==> src/rtl/fl_frame_arbiter.sv <==
// Frame-granular round-robin arbiter: merges PORTS FrameLink inputs onto one
// FrameLink output, holding each grant from the first word until the EOF word.
module fl_frame_arbiter #(
    parameter int unsigned DATA_WIDTH = 32,
    parameter int unsigned PORTS      = 4,
    localparam int unsigned RW        = (DATA_WIDTH >= 16) ? $clog2(DATA_WIDTH / 8) : 1
) (
    input  logic                      CLK,
    input  logic                      RESET,
    input  logic [PORTS-1:0]          PORT_EN,
    input  logic [PORTS*DATA_WIDTH-1:0] RX_DATA,
    input  logic [PORTS*RW-1:0]       RX_REM,
    input  logic [PORTS-1:0]          RX_SOF_N,
    input  logic [PORTS-1:0]          RX_EOF_N,
    input  logic [PORTS-1:0]          RX_SOP_N,
    input  logic [PORTS-1:0]          RX_EOP_N,
    input  logic [PORTS-1:0]          RX_SRC_RDY_N,
    output logic [PORTS-1:0]          RX_DST_RDY_N,
    output logic [DATA_WIDTH-1:0]     TX_DATA,
    output logic [RW-1:0]             TX_REM,
    output logic                      TX_SOF_N,
    output logic                      TX_EOF_N,
    output logic                      TX_SOP_N,
    output logic                      TX_EOP_N,
    output logic                      TX_SRC_RDY_N,
    input  logic                      TX_DST_RDY_N,
    output logic [PORTS-1:0]          GRANT
);

    localparam int unsigned PW = $clog2(PORTS);

    localparam logic [0:0] ST_IDLE   = 1'b0;
    localparam logic [0:0] ST_LOCKED = 1'b1;

    localparam logic [PW-1:0] LAST_PORT = PW'(PORTS - 1);

    logic [0:0]       state_q, state_d;
    logic [PW-1:0]    rr_ptr_q, rr_ptr_d;
    logic [PW-1:0]    gnt_idx_q, gnt_idx_d;
    logic [PORTS-1:0] grant_q, grant_d;

    logic [DATA_WIDTH-1:0] rx_data_a [PORTS];
    logic [RW-1:0]         rx_rem_a  [PORTS];

    logic [PORTS-1:0] req;
    logic             pick_vld;
    logic [PW-1:0]    pick_idx;
    logic [PW-1:0]    cand_idx;
    logic             locked_xfer;
    logic             locked_eof;

    // Per-port views of the packed input buses.
    for (genvar i = 0; i < PORTS; i++) begin : g_unpack
        assign rx_data_a[i] = RX_DATA[i*DATA_WIDTH +: DATA_WIDTH];
        assign rx_rem_a[i]  = RX_REM[i*RW +: RW];
    end

    assign req = ~RX_SRC_RDY_N & PORT_EN;

    // Round-robin pick: first requesting port at or above rr_ptr, wrapping.
    always_comb begin
        pick_vld = 1'b0;
        pick_idx = rr_ptr_q;
        cand_idx = rr_ptr_q;
        for (int unsigned k = 0; k < PORTS; k++) begin
            cand_idx = PW'((32'(rr_ptr_q) + k) % PORTS);
            if (!pick_vld && req[cand_idx]) begin
                pick_vld = 1'b1;
                pick_idx = cand_idx;
            end
        end
    end

    assign locked_xfer = (state_q == ST_LOCKED) && !RX_SRC_RDY_N[gnt_idx_q] && !TX_DST_RDY_N;
    assign locked_eof  = locked_xfer && !RX_EOF_N[gnt_idx_q];

    always_comb begin
        state_d   = state_q;
        rr_ptr_d  = rr_ptr_q;
        gnt_idx_d = gnt_idx_q;
        grant_d   = grant_q;
        if (state_q == ST_IDLE) begin
            if (pick_vld) begin
                state_d   = ST_LOCKED;
                gnt_idx_d = pick_idx;
                grant_d   = PORTS'(1) << pick_idx;
            end
        end else begin
            if (locked_eof) begin
                state_d   = ST_IDLE;
                rr_ptr_d  = (gnt_idx_q == LAST_PORT) ? '0 : gnt_idx_q + PW'(1);
                gnt_idx_d = '0;
                grant_d   = '0;
            end
        end
    end

    always_ff @(posedge CLK) begin
        if (RESET) begin
            state_q   <= ST_IDLE;
            rr_ptr_q  <= '0;
            gnt_idx_q <= '0;
            grant_q   <= '0;
        end else begin
            state_q   <= state_d;
            rr_ptr_q  <= rr_ptr_d;
            gnt_idx_q <= gnt_idx_d;
            grant_q   <= grant_d;
        end
    end

    // Zero-latency datapath mux; gnt_idx_q rests at port 0 while idle.
    always_comb begin
        TX_DATA      = rx_data_a[gnt_idx_q];
        TX_REM       = rx_rem_a[gnt_idx_q];
        TX_SOF_N     = RX_SOF_N[gnt_idx_q];
        TX_EOF_N     = RX_EOF_N[gnt_idx_q];
        TX_SOP_N     = RX_SOP_N[gnt_idx_q];
        TX_EOP_N     = RX_EOP_N[gnt_idx_q];
        TX_SRC_RDY_N = 1'b1;
        RX_DST_RDY_N = '1;
        if (state_q == ST_LOCKED) begin
            TX_SRC_RDY_N            = RX_SRC_RDY_N[gnt_idx_q];
            RX_DST_RDY_N[gnt_idx_q] = TX_DST_RDY_N;
        end
    end

    assign GRANT = grant_q;

endmodule

==> config.mk <==
export PLATFORM = sky130hd
export DESIGN_NAME = fl_frame_arbiter
export DESIGN_NICKNAME = d
export VERILOG_FILES = /design/src/rtl/fl_frame_arbiter.sv
export SDC_FILE = /design/constraint.sdc
export NUM_CORES = 1
export LEC_CHECK = 0
export CORE_AREA = 2 2 80 82
export CTS_CLUSTER_DIAMETER = 120
export DETAILED_ROUTE_END_ITERATION = 8
export DIE_AREA = 0 0 82 84
export PLACE_DENSITY = 0.83
export SLEW_MARGIN = 5
export SYNTH_ARGS = -nofsm -noshare
export SYNTH_HDL_FRONTEND = slang
export SYNTH_SLANG_ARGS = --single-unit
export TNS_END_PERCENT = 1
==> constraint.sdc <==
create_clock -name CLK -period 4.9 [get_ports CLK]
set_clock_uncertainty 0.2 [all_clocks]
set_input_delay 0.98 -clock CLK [delete_from_list [all_inputs] [get_ports CLK]]
set_output_delay 0.98 -clock CLK [all_outputs]
set_load 0.02 [all_outputs]
## Word level (Yosys, flattened, before mapping)

Cells that the tools add are included.

| operators by class | value |
|---|---|
| add/subtract/negate cells | 4 |
| multiply operators | 0 |
| div/mod/pow operators | 0 |
| order comparisons | 7 |
| eq/ne operators | 2 |
| shifts and indexed selects | 1 |
| mux-type cells | 45 |
| bitwise gates (word level) | 5 |
| reduce and logical (&&, ||, !) cells | 16 |

Operator list:

| kind | number |
|---|---|
| $bmux W32 S2 | 1 |
| $mux W32 | 2 |
| $bmux W1 S2 | 9 |
| $mux W1 | 18 |
| $mux W2 | 9 |
| $mux W4 | 4 |
| $lt A2 B3 Y1 const B | 5 |
| $not A4 Y4 | 2 |
| $logic_and A1 B1 Y1 | 7 |
| $logic_not A1 Y1 | 6 |
| $add A2 B1 Y2 const B | 2 |
| $add A2 B2 Y2 const B | 2 |
| $and A4 B4 Y4 | 1 |
| $bmux W2 S2 | 1 |
| $or A4 B4 Y4 | 1 |
| $reduce_and A2 Y1 | 2 |
| $shl A1 B2 Y4 const A | 1 |
| $ge A3 B3 Y1 const B | 1 |
| $not A2 Y3 | 1 |
| $demux W1 S2 | 1 |
| $eq A2 B2 Y1 const B | 1 |
| $ge A2 B1 Y1 const B | 1 |
| $ne A2 B1 Y1 const B | 1 |
| $reduce_bool A2 Y1 | 1 |

| word-level totals | value |
|---|---|
| flip-flop bits (word level) | 9 |
| latch bits | 0 |
| RAM bits | 0 |
| bits in read-only memories | 0 |
| input bits | 163 |
| output and inout port bits | 47 |
| word-level logic and storage cells | 84 |
| memories kept | 0 |

## Longest topological paths before layout

| logic depth | value |
|---|---|
| depth after elaboration | 17 |
| gate-level depth with buffers | 7 |
| gate-level depth less buffers | 5 |

## Least setup slack after synthesis

No wires, ideal clock.

| path | value |
|---|---|
| path type | input to output |
| from | input RX_SRC_RDY_N[3] |
| to | output TX_SRC_RDY_N |
| data arrival time | 1.666 ns |
| required time | 3.720 ns |
| path slack | 2.054 ns |
| stages | 2 |
| buffers on the path | 0 |
| cells stage by stage | mux4_2 > nand2b_1 |

| on the way | value |
|---|---|
| longest elaborated chain between the ends | 3 |

Ends and longest elaborated chain:

| item | RTL line | text |
|---|---|---|
| start: declaration | 17 | `input logic [PORTS-1:0] RX_SRC_RDY_N,` |
| $bmux W1 S2 | 123 | `TX_SRC_RDY_N = RX_SRC_RDY_N[gnt_idx_q];` |
| $mux W1 (implied by the code) | 123 |  |
| $mux W1 | 122 | `if (state_q == ST_LOCKED) begin` |
| end: declaration | 25 | `output logic TX_SRC_RDY_N,` |

No other way between the ends. The select of a mux whose other input is x is not followed.

## Worst setup path after layout

| path | value |
|---|---|
| from | input RX_SRC_RDY_N[2] |
| to | output TX_SRC_RDY_N |

The elaborated chain is that of the path after synthesis.

==> results.py <==
metrics = {
    "clock_tree": {
        "clockBufferDepth": 2,
        "cts.clk_slew.worst_paths_ns": 0.04,
        "cts_hold_buffers": 0,
        "cts_tree": "done",
        "clock_sinks": 9,
        "h-tree-depth": 1,
        "cts_setup_buffers": 0,
        "ctsResizeCount": 0,
        "cts_buffers": 3,
        "clock-root-buffer": "clkbuf_8",
        "insertion_delay_ns": 0.23,
    },
    "synthesis": {
        "synth_compound_area_frac": 0.0833,
        "synth_fp_nets": 286,
        "synth-edff-count": 0,
        "synth_mux_area_frac": 0.591,
        "synth_top_family_by_area": "multiplexers",
        "ys_warn_count": 0,
        "yosys.area.top_type": "mux4_2",
        "synth-simple-area-share": 0.127,
        "synth-seq-cells": 9,
        "synth_top_area_share": 0.585,
        "synthXorXnorAreaFrac": 0,
        "synthAdderAreaFrac": 0.0333,
        "synth.distinct_cells": 29,
        "synth.avg_cell_area_sq_um": 12.6,
        "syn_area_sq_um": 1500,
        "postSynthCellCount": 119,
        "synth_area_leaders": "mux4_2 (58%), dfxtp_1 (12%), ha_1 (3.3%)",
        "ys_async_sr_fraction": 0,
        "synthFlopType": "dfxtp_1",
        "ys_seq_area_frac": 0.120,
    },
    "sta": {
        "setup_viol": 0,
        "slew_headroom": 0.302,
        "fmax_mhz": 263,
        "period_share": 0.777,
        "period_needed_ns": 3.81,
        "hold_ws_ns": 0.320,
        "rsz0062_at_grt": "no",
        "drv_slew": 0,
        "tightest_slew_ns": 1.05,
        "finalHoldViolations": 0,
        "setup-tns-final_ns": 0,
    },
    "pwr": {
        "peakVddDrop_mv": 0.198,
        "p_leak_uw": 0.00127,
        "p_per_area_nw_per_um2": 148,
    },
    "floorplan": {
        "row_count": 29,
        "io_pins": 210,
        "die_w_um": 82,
        "die-height_um": 84,
        "core-area_sq_um": 6100,
        "dieArea_sq_um": 6890,
        "initial_core_util": 0.247,
    },
    "setup_path": {
        "worstReg2RegEnd": "rr_ptr_q[0]",
        "r2r-start": "gnt_idx_q[0]",
        "critPathMaxFanout": 3,
        "endpoint": "TX_SRC_RDY_N",
        "start_kind": "primary input",
        "crit_start": "RX_SRC_RDY_N[2]",
        "reg2regPathDepth": 5,
        "cp.arrival_ns": 2.63,
        "cp.required_ns": 3.72,
        "cp-end-kind": "output port",
        "r2r_slack_ns": 2.07,
        "worst-setup-path-type": "primary input to output port",
    },
    "finish": {
        "diodes": 0,
        "drive_gt1_frac": 0.146,
        "area_growth_pct": 147,
        "nets": 490,
        "fin_cells": 399,
    },
    "run": {
        "drv_cap": 0,
    },
    "route": {
        "finalWirelength_mm": 7.95,
        "drtAntennaViolNets": 0,
        "via_per_inst": 5.10,
        "routedWlPerCell_um": 19.9,
        "drc_errors": 0,
        "drt-initial-drc-count": 101,
        "dr.pass1.iters": 4,
        "vias": 2036,
    },
    "place": {
        "gp_congestion": 0.851,
        "portBuffers": 209,
        "dpl.hpwl_mm": 6.73,
        "place_inst": 395,
    },
    "grt": {
        "overflow": 0,
        "grt_first_pass_wirelength_mm": 11.4,
        "grt_pass1_vias": 2193,
        "grt_use_total": 0.217,
        "grt_max_degree": 44,
        "antenna_found_initial": 0,
    },
    "status": {
        "outcome": "finished, final reports clean",
    },
    "worst_hold_path": {
        "hold_class": "register to register",
    },
}
[worst max-delay path: stages]
cell	delay, ns
clkdlybuf4s50_1	0.46
mux4_2	0.50
nand2b_1	0.16
clkdlybuf4s50_1	0.53
[cell usage after synthesis, drive strengths merged, types with 2 or more instances]
cell type  instances
buf                7
nor2b              2
o21ai              3
a21oi              6
nand2              6
nand2b             7
dfxtp              9
ha                 4
o31ai              4
nor2               4
nand4b             4
nand3              4
inv                4
clkbuf             4
and2               2
mux4              39
[area by class of cell]
class	instances	area (sq um)
inverters	4	15.0
flip-flops and latches	9	183
clock buffers	4	45.0
well taps	77	96.3
multi-input cells	95	1250
repair buffers	210	2110
fillers	497	2390
[where the power goes]
part	internal, uW	switching (uW)	total (uW)
Combinational	242	126	368
Clock	56.4	26.5	82.9
Sequential	78.4	17.0	95.4
Total	377	170	547
[kinds of logic after synthesis]
| kind of cell | after synthesis |
|---|---|
| fa+ha+maj | 4 |
| mux | 40 |
| buf+inv | 15 |
| compound gates | 19 |
| flops | 9 |
| simple gates | 32 |
[registers in the layout, indices dropped and copies added, names as in the netlist]
| register | count |
|---|---|
| GRANT | 4 |
| gnt_idx_q | 2 |
| rr_ptr_q | 2 |
| state_q | 1 |
[how the worst min path moves through the flow]
| stage | startpoint | end | slack, ns | cells after the start |
|---|---|---|---|---|
| finish | GRANT[0] | GRANT[0] | 0.32 | 2 |
| detailed placement | GRANT[0] | GRANT[0] | 0.30 | 2 |
| global route | GRANT[0] | GRANT[0] | 0.34 | 2 |
| floorplan | rr_ptr_q[0] | rr_ptr_q[0] | 0.30 | 2 |
| global placement | GRANT[2] | GRANT[2] | 0.30 | 2 |
| CTS | GRANT[0] | GRANT[0] | 0.31 | 2 |
[through the flow]
stage | util | worst slack, ns | instance area (sq um) | total power, uW
after floorplan | - | 2.05 | 1500 | 241
after global placement | 0.600 | 1.14 | 3660 | 459
after detailed placement | 0.600 | 1.11 | 3660 | 465
after CTS | 0.608 | 1.10 | 3700 | 552
after global routing | 0.608 | 1.02 | 3700 | 572
final | 0.608 | 1.09 | 3700 | 547
[per-layer routing]
metal,up-vias,part of all wire,track usage
li1,918,-,-
met1,1005,0.34,0.224
met2,95,0.53,0.407
met3,18,0.10,0.0671
met4,0,0.026,0.0591
met5,-,0,0
[cell usage in the layout (no fill, tap or decap), drive strengths merged, types with 2 or more instances in the layout]
cell	instances
clkdlybuf4s50	209
mux4	39
dfxtp	9
nand2b	7
nand2	6
a21oi	6
inv	4
nand3	4
nand4b	4
o31ai	4
ha	4
nor2	4
clkbuf	4
o21ai	3
nor2b	2
and2	2
Note: power is estimated with default switching activity, not from simulation.
==> RTL edit, RTL diff (same settings) <==
The parameter `DATA_WIDTH` goes from 32 to 16.
--- a/src/rtl/fl_frame_arbiter.sv
+++ b/src/rtl/fl_frame_arbiter.sv
@@ -1,7 +1,7 @@
 // Frame-granular round-robin arbiter: merges PORTS FrameLink inputs onto one
 // FrameLink output, holding each grant from the first word until the EOF word.
 module fl_frame_arbiter #(
-    parameter int unsigned DATA_WIDTH = 32,
+    parameter int unsigned DATA_WIDTH = 16,
     parameter int unsigned PORTS      = 4,
     localparam int unsigned RW        = (DATA_WIDTH >= 16) ? $clog2(DATA_WIDTH / 8) : 1
 ) (
Interface: changed (resized RX_DATA, RX_REM, TX_DATA and TX_REM); port bits go from 210 to 125. No check against the original RTL was run, so the function may have changed too.
==> RTL edit against the original RTL <==
Sequential cell count did not move. Total power fell by 27%. Synthesized area is 26% lower. Global-route usage shrank 8.4 points. Cell area decreased by 34%. Worst setup slack better by 49 ps. Die area did not move. Via count decreased by 32%. Wire length fell by 37%. Critical path type unchanged.
==> RTL edit: results (changes against the original RTL) <==
Parameter                              Value

Outcome
  Run status    completed

Logic synthesis
  Sequential-to-total area share from yosys stat    16.2% (+4.2 points)
  Portion of netlist area occupied by mux cells    45.4% (-14 points)
  Average cell area after synthesis    11.2 um^2 (-11%)
  Synthesized netlist net count    198 (-31%)
  Synthesized-area fraction occupied by ao, oa, aoi and oai cells    11.2% (+2.9 points)
  Dominant cells by area after synthesis    mux4_2, dfxtp_1, ha_1, nand2b_1, nand4b_1
  Adder-cell share of the synthesized area    4.49% (+1.2 points)
  Most frequent cells after synthesis    mux4_2, dfxtp_1, nand2b_1

Worst hold path
  Worst hold endpoint    gnt_idx_q[1]
  Worst Min Path Start    gnt_idx_q[1]

Route
  Routed length on met2    2650 um (-37%)
  Routed wirelength normalized by instance count    16.8 um (-16%)
  Met3 wire length    693 um (-15%)
  Met1 WL    1580 um (-42%)
  Average via count per standard cell    4.65 (-8.9%)

Layout
  Net count of the finished layout    320 (-35%)
  Fill count    581 (+17%)

Timing
  Worst slew margin relative to its limit    43.6% (+13 points)
  Worst hold margin    285 ps (-35.5 ps)
  Highest clock frequency the design can meet    266 MHz (+1.3%)

Global route
  Largest net degree at the start of global routing    28 (-36%)
  Met3 routing resource usage after global routing    5.52% (-1.2 points)
  Number of global-route vias before repair    1439 (-34%)
  Total routing usage reported by global routing    13.2% (-8.4 points)
  M2 GR Usage    26.6% (-14 points)
  Global-route wire length before repair    7040 um (-38%)

Pwr
  Peak supply drop    0.0737 mV (-63%)
  Power per standard cell area    163 nW/um^2 (+11%)

Critical path
  Worst setup path start    RX_SRC_RDY_N[3]
  Length in cells of the worst reg-to-reg path    4 (-1)
  Reg2reg setup slack    2230 ps (+160 ps)

Placed design
  Number of instances in the placed design    293 (-26%)
  Count of buffers inserted at the top-level ports    124 (-41%)
  Pre-CTS setup slack    1140 ps (+29.9 ps)
  Gp weighted congestion    0.725 (-15%)
  Cell area after placement    2410 um^2 (-34%)
## RTL edit: cell types whose count changed in the layout (fill, tap and decap cells not counted), sizes merged
cell | unedited run | this run
clkdlybuf4s50 | 209 | 124
mux4 | 39 | 22
## RTL edit: cell families after synthesis
logic type                 Yosys count
DFF                                  9
AOI/OAI and AO/OA                   19
muxes                               23
and+or+nand+nor                     32
adders and majority gates            4
buffers and inverters               12
## RTL edit: area by class of cell
class	instances	share of cell area [%]
Inverter	4	0.611
Clock buffer	4	1.83
Timing Repair Buffer	125	50.8
Tap cell	77	3.92
Multi-Input combinational cell	78	35.4
Sequential cell	9	7.38
## RTL edit: worst max-delay path: stages
cell             delay [ps]
clkdlybuf4s50_1         430
mux4_2                  480
nand2b_1                150
clkdlybuf4s50_1         530
## RTL edit: where the power goes
group | switching (mW) | total, mW | internal (mW)
registers | 0.0101 | 0.0883 | 0.0782
logic | 0.0823 | 0.227 | 0.145
clock network | 0.0298 | 0.0866 | 0.0567
